==> src/rtl/risc_pkg.sv <==
// rtl/risc_pkg.sv - opcode, phase and state definitions shared by the RISC sequencer and ALU
// Contents: OP_* opcode encodings, PH_* phase encodings, sequencer state enum, ALUOP decode.
package risc_pkg;

  localparam logic [2:0] OP_HLT = 3'b000;
  localparam logic [2:0] OP_SKZ = 3'b001;
  localparam logic [2:0] OP_ADD = 3'b010;
  localparam logic [2:0] OP_AND = 3'b011;
  localparam logic [2:0] OP_XOR = 3'b100;
  localparam logic [2:0] OP_LDA = 3'b101;
  localparam logic [2:0] OP_STO = 3'b110;
  localparam logic [2:0] OP_JMP = 3'b111;

  localparam logic [2:0] PH_0 = 3'd0;
  localparam logic [2:0] PH_1 = 3'd1;
  localparam logic [2:0] PH_2 = 3'd2;
  localparam logic [2:0] PH_3 = 3'd3;
  localparam logic [2:0] PH_4 = 3'd4;
  localparam logic [2:0] PH_5 = 3'd5;
  localparam logic [2:0] PH_6 = 3'd6;
  localparam logic [2:0] PH_7 = 3'd7;

  typedef enum logic {
    ST_RUN    = 1'b0,
    ST_HALTED = 1'b1
  } state_t;

  // Instructions that read a memory operand and load the accumulator.
  function automatic logic is_aluop(input logic [2:0] op);
    return (op == OP_ADD) || (op == OP_AND) || (op == OP_XOR) || (op == OP_LDA);
  endfunction

endpackage

==> src/rtl/risc_phase_cnt.sv <==
// rtl/risc_phase_cnt.sv - 3-bit wrapping instruction phase counter
// Ports:
//   i_clk   in   clock, rising edge
//   i_rst   in   asynchronous active-high reset, forces PH_0
//   i_hold  in   freeze the count (asserted while halted)
//   i_clr   in   synchronous return to PH_0 (takes priority over i_hold)
//   o_phase out  phase whose outputs are decoded on the next edge
module risc_phase_cnt
  import risc_pkg::*;
(
  input  logic       i_clk,
  input  logic       i_rst,
  input  logic       i_hold,
  input  logic       i_clr,
  output logic [2:0] o_phase
);

  logic [2:0] r_phase;

  always_ff @(posedge i_clk or posedge i_rst) begin
    if (i_rst) begin
      r_phase <= PH_0;
    end else if (i_clr) begin
      r_phase <= PH_0;
    end else if (!i_hold) begin
      r_phase <= r_phase + 3'd1;
    end
  end

  assign o_phase = r_phase;

endmodule

==> src/rtl/risc_ctrl.sv <==
// rtl/risc_ctrl.sv - 8-phase fetch/decode/execute sequencer for the accumulator RISC CPU
// Optional feature macro: RISC_CTRL_RESUME_EN (adds resume port to leave HALTED).
// Ports:
//   clock  in   system clock, rising edge
//   reset  in   asynchronous active-high reset
//   opcode in   IR opcode, sampled entering phase 4
//   zero   in   ALU zero flag, sampled entering phase 6
//   resume in   leave HALTED (RISC_CTRL_RESUME_EN only)
//   sel, rd, wr, ld_ir, ld_ac, inc_pc, ld_pc, data_e, halt  out  registered control strobes
module risc_ctrl
  import risc_pkg::*;
(
  input  logic       clock,
  input  logic       reset,
  input  logic [2:0] opcode,
  input  logic       zero,
`ifdef RISC_CTRL_RESUME_EN
  input  logic       resume,
`endif
  output logic       sel,
  output logic       rd,
  output logic       wr,
  output logic       ld_ir,
  output logic       ld_ac,
  output logic       inc_pc,
  output logic       ld_pc,
  output logic       data_e,
  output logic       halt
);

  // r_phase names the phase whose outputs get registered on the next edge,
  // so the strobes lag the counter by one clock and stay fully registered.
  logic [2:0] w_phase;
  state_t     r_state, w_state_nxt;
  logic [2:0] r_opcode;
  logic       r_zero;
  logic       w_hold, w_clr;
  logic       w_sel, w_rd, w_wr, w_ld_ir, w_ld_ac, w_inc_pc, w_ld_pc, w_data_e, w_halt;
  logic       r_sel, r_rd, r_wr, r_ld_ir, r_ld_ac, r_inc_pc, r_ld_pc, r_data_e, r_halt;

  risc_phase_cnt u_phase_cnt (
    .i_clk   (clock),
    .i_rst   (reset),
    .i_hold  (w_hold),
    .i_clr   (w_clr),
    .o_phase (w_phase)
  );

  always_ff @(posedge clock or posedge reset) begin
    if (reset) begin
      r_state  <= ST_RUN;
      r_opcode <= OP_HLT;
      r_zero   <= 1'b0;
      r_sel    <= 1'b0;
      r_rd     <= 1'b0;
      r_wr     <= 1'b0;
      r_ld_ir  <= 1'b0;
      r_ld_ac  <= 1'b0;
      r_inc_pc <= 1'b0;
      r_ld_pc  <= 1'b0;
      r_data_e <= 1'b0;
      r_halt   <= 1'b0;
    end else begin
      r_state  <= w_state_nxt;
      r_sel    <= w_sel;
      r_rd     <= w_rd;
      r_wr     <= w_wr;
      r_ld_ir  <= w_ld_ir;
      r_ld_ac  <= w_ld_ac;
      r_inc_pc <= w_inc_pc;
      r_ld_pc  <= w_ld_pc;
      r_data_e <= w_data_e;
      r_halt   <= w_halt;
      if (r_state == ST_RUN && w_phase == PH_4) r_opcode <= opcode;
      // Holding zero across phases 6-7 keeps a skip from being half-applied.
      if (r_state == ST_RUN && w_phase == PH_6) r_zero <= zero;
    end
  end

  always_comb begin
    w_state_nxt = r_state;
    w_hold      = 1'b0;
    w_clr       = 1'b0;
    w_sel       = 1'b0;
    w_rd        = 1'b0;
    w_wr        = 1'b0;
    w_ld_ir     = 1'b0;
    w_ld_ac     = 1'b0;
    w_inc_pc    = 1'b0;
    w_ld_pc     = 1'b0;
    w_data_e    = 1'b0;
    w_halt      = 1'b0;
    case (r_state)
      ST_RUN: begin
        case (w_phase)
          PH_0: w_sel = 1'b1;
          PH_1: begin
            w_sel = 1'b1;
            w_rd  = 1'b1;
          end
          PH_2, PH_3: begin
            w_sel   = 1'b1;
            w_rd    = 1'b1;
            w_ld_ir = 1'b1;
          end
          PH_4: begin
            // Live opcode here: this is the edge that captures it.
            w_inc_pc = 1'b1;
            if (opcode == OP_HLT) begin
              w_halt      = 1'b1;
              w_state_nxt = ST_HALTED;
              w_clr       = 1'b1;
            end
          end
          PH_5: w_rd = is_aluop(r_opcode);
          PH_6: begin
            w_rd     = is_aluop(r_opcode);
            w_inc_pc = (r_opcode == OP_SKZ) && zero;
            w_ld_pc  = (r_opcode == OP_JMP);
            w_data_e = (r_opcode == OP_STO);
          end
          PH_7: begin
            w_rd     = is_aluop(r_opcode);
            w_ld_ac  = is_aluop(r_opcode);
            w_inc_pc = (r_opcode == OP_SKZ) && r_zero;
            w_ld_pc  = (r_opcode == OP_JMP);
            w_wr     = (r_opcode == OP_STO);
            w_data_e = (r_opcode == OP_STO);
          end
          default: ;
        endcase
      end
      ST_HALTED: begin
        // Counter was parked at PH_0 on entry, so resuming starts a fresh fetch.
        w_hold = 1'b1;
        w_halt = 1'b1;
`ifdef RISC_CTRL_RESUME_EN
        if (resume) begin
          w_state_nxt = ST_RUN;
          w_hold      = 1'b0;
          w_halt      = 1'b0;
          w_sel       = 1'b1;
        end
`endif
      end
      default: ;
    endcase
  end

  assign sel    = r_sel;
  assign rd     = r_rd;
  assign wr     = r_wr;
  assign ld_ir  = r_ld_ir;
  assign ld_ac  = r_ld_ac;
  assign inc_pc = r_inc_pc;
  assign ld_pc  = r_ld_pc;
  assign data_e = r_data_e;
  assign halt   = r_halt;

endmodule

==> config.mk <==
export PLATFORM = sky130hd
export DESIGN_NAME = risc_ctrl
export DESIGN_NICKNAME = d
export VERILOG_FILES = /design/src/rtl/risc_pkg.sv /design/src/rtl/risc_phase_cnt.sv /design/src/rtl/risc_ctrl.sv
export SDC_FILE = /design/constraint.sdc
export NUM_CORES = 1
export LEC_CHECK = 0
export CAP_MARGIN = 20
export CORE_MARGIN = 2
export CORE_UTILIZATION = 50
export CTS_CLUSTER_DIAMETER = 120
export DETAILED_ROUTE_END_ITERATION = 7
export GPL_ROUTABILITY_DRIVEN = 0
export PLACE_DENSITY_LB_ADDON = 0.25
export SLEW_MARGIN = 20
export SYNTH_ARGS = -nofsm -noshare
export SYNTH_HDL_FRONTEND = slang
export SYNTH_SLANG_ARGS = --single-unit
==> constraint.sdc <==
create_clock -name clock -period 2.5 [get_ports clock]
set_clock_uncertainty 0.15 [all_clocks]
set_input_delay 0.25 -clock clock [delete_from_list [all_inputs] [get_ports clock]]
set_output_delay 0.25 -clock clock [all_outputs]
set_load 0.01 [all_outputs]
==> impl_metrics.tcl <==
set metrics [dict create \
    status "finished, final reports clean" \
    p_sw_w 0.0000888 \
    r2r_slack_ns 0.67 \
    min_path_type "input pin to asynchronous set/reset pin" \
    finalSetupViolCount 0 \
    multi_input_area_um2 308 \
    clock-root-buffer "clkbuf_4" \
    core_area_um2 1330 \
    clk_pin_slew_worst_paths_ns 0.09 \
    r2r.worst_path.cells 5 \
    worstPathArrival_ns 1.87 \
    ys_async_sr_fraction_pct 100 \
    cts_tree "built" \
    diodes 0 \
    drive_above_1_share_pct 17.9 \
    yosysMostFrequentCell "dfrtp_1" \
    yosysSeqAreaShare_pct 54.1 \
    p_sw_share_pct 19.7 \
    die_area_um2 1800 \
    grt_max_degree 17 \
    top_layer "met4" \
    wirelength_met1_um 532 \
    tightest_slew_ns 0.562 \
    rows 13 \
    yosys.area.top_type "dfrtp_1" \
    synth_common_cells "dfrtp_1 (16), inv_1 (7), ha_1 (6)" \
    cts_num_sinks 16 \
    leakage_nw 0.431 \
    syn_avg_cell_area_um2 12.1 \
    seqPwrFrac_pct 58.9 \
    crit_required_ns 2.53 \
    ios 15 \
    p_per_area_nw_per_um2 484 \
    rr_startpoint "u_phase_cnt.o_phase[0]$_DFFE_PP0P_" \
    ant_nets 0 \
    syn_area_um2 739 \
    post_cts_buffers 0 \
    intPower_w 0.000361 \
    fp.dieH_um 42.5 \
    drc 0 \
    met2_length_um 497 \
    hold_ws_ns 0.161 \
    cts-resized-gates 0 \
    ys_seq_elements 16 \
    finalWorstSetupSlack_ns 0.665 \
    maxCapViolations 0 \
    cts_hold_buf 0 \
    setup.worst_path.start_class "flip-flop" \
    io_buffers 14 \
    slew_headroom_pct 62.5 \
    clock_latency_ns 0.28 \
    antenna_found_initial 0 \
    critPathMaxFanout 5 \
    area_delta_synth_final_pct 25.7 \
    cp-end-kind "flip-flop" \
    grt_first_pass_wirelength_um 2050 \
    start_util_pct 55.4 \
    drt_first_pass_iters 4 \
    combPwrFrac_pct 4.6 \
    worstReg2RegEnd "inc_pc$_DFF_PP0_" \
    globalRouteOverflowTotal 0 \
    synth_cell_types 22 \
    cts-htree-levels 1 \
    routed_wl_um 1120 \
    syn_inst 61 \
    drv_slew 0 \
    ir_drop_v 0.000456 \
    place_ws_ns 0.688 \
    ctsLongestPathBuffers 2 \
    vias 492 \
    synth_top_area_share_pct 54.1 \
    critPathKind "flip-flop to flip-flop" \
    wl_met3_um 66 \
    synth_top_flop_cell "dfrtp_1" \
    synth_edf_count 0 \
    post-route-min-period_ns 1.83 \
    post_drt_wl_per_cell_um 12.1 \
    finish.utilization_pct 69.7 \
    first_global_vias 469 \
    grt_usage_pct 15.2 \
    syn_nets 73 \
    fill_cells 102 \
    pwr-share-clk_pct 36.5 \
    dp_hpwl_um 876 \
    drt_iter0_drc 8 \
    clock.fmax_ghz 0.545 \
    fin_tns_setup_ns 0 \
    rsz0062_at_grt "no" \
    yosysWarnings 0 \
    nNetsFinal 91 \
    synth.top_cells.by_area "dfrtp_1 (54%), ha_1 (10%), mux2_2 (6.1%)" \
    finalCritPeriodShare_pct 73.4 \
    viasPerCell 5.29 \
    numCtsBuffers 3 \
    timing_hold_violations_final 0 \
    die_w_um 42.5 \
    regArea_um2 400 \
]
## power groups by stage
stage / logic [W] / registers [W] / clock network (W)
4_1_cts: 0.0000214 / 0.000265 / 0.000172
3_5_place_dp: 0.0000212 / 0.000271 / 0
3_3_place_gp: 0.0000210 / 0.000270 / 0
5_1_grt: 0.0000237 / 0.000266 / 0.000182
2_1_floorplan: 0.00000998 / 0.000270 / 0
6_report: 0.0000206 / 0.000265 / 0.000164
## through the flow
stage	instance area [um^2]	std cells	total power (W)
after detailed placement	893	89	0.000292
after CTS	930	93	0.000459
final	930	93	0.000450
after global routing	930	93	0.000471
after floorplan	739	61	0.000280
after global placement	893	89	0.000291
## layout make-up
type,instances,share of cell area (%)
Sequential cell,16,43.1
Multi-Input combinational cell,37,33.1
Timing Repair Buffer,14,15.1
Clock buffer,4,3.90
Inverter,7,2.83
Tap cell,15,2.02
## registers in the layout (all words and copies together), names as in the netlist
register,cells
wr,1
u_phase_cnt.o_phase,3
ld_pc,1
data_e,1
r_opcode,3
r_zero,1
ld_ir,1
rd,1
halt,1
inc_pc,1
sel,1
ld_ac,1
## placed cells by master (no fill, tap or decap)
cell type         n
a21oi_1           2
a21oi_2           1
a31oi_1           1
clkbuf_4          3
clkbuf_8          1
clkdlybuf4s50_1  14
dfrtp_1          16
ha_1              6
inv_1             7
mux2_2            4
mux2i_1           1
nand2_1           5
nor2_1            3
nor2b_2           1
nor3b_1           1
nor4_1            1
nor4b_1           1
o21ai_0           2
o22ai_1           2
o41ai_1           1
o41ai_2           2
or3_2             1
or3b_4            1
xnor2_1           1
## cell families (layout without fill, tap and decap cells)
family          after synthesis  after routing  share of synthesized area [%]
buf+inv                       8             25                           4.23
simple gates                 14             14                           10.8
flops                        16             16                           54.1
xor+xnor                      1              1                           1.18
mux                           5              5                           7.44
fa+ha+maj                     6              6                           10.2
compound gates               11             11                           12.0
## how the worst max path moves through the flow
stage	start	depth (start not counted)	to	slack (ns)
after floorplan	u_phase_cnt.o_phase[0]$_DFFE_PP0P_	5	inc_pc$_DFF_PP0_	0.80
after global placement	u_phase_cnt.o_phase[0]$_DFFE_PP0P_	5	inc_pc$_DFF_PP0_	0.75
after detailed placement	u_phase_cnt.o_phase[0]$_DFFE_PP0P_	5	inc_pc$_DFF_PP0_	0.69
after CTS	u_phase_cnt.o_phase[0]$_DFFE_PP0P_	5	inc_pc$_DFF_PP0_	0.67
after global routing	u_phase_cnt.o_phase[0]$_DFFE_PP0P_	5	inc_pc$_DFF_PP0_	0.58
final	u_phase_cnt.o_phase[0]$_DFFE_PP0P_	5	inc_pc$_DFF_PP0_	0.67
## worst max-delay path, stage by stage, from the launching register on
cell	delay (ns)
dfrtp_1	0.42
ha_1	0.21
ha_1	0.26
a21oi_2	0.06
or3b_4	0.38
o41ai_2	0.28
## per-layer routing
layer	vias up	GRT usage, %
met2	18	24.0
met4	0	7.50
li1	248	-
met5	-	0
met3	4	3.02
met1	222	19.9
Note: power is estimated with default switching activity, not from simulation.
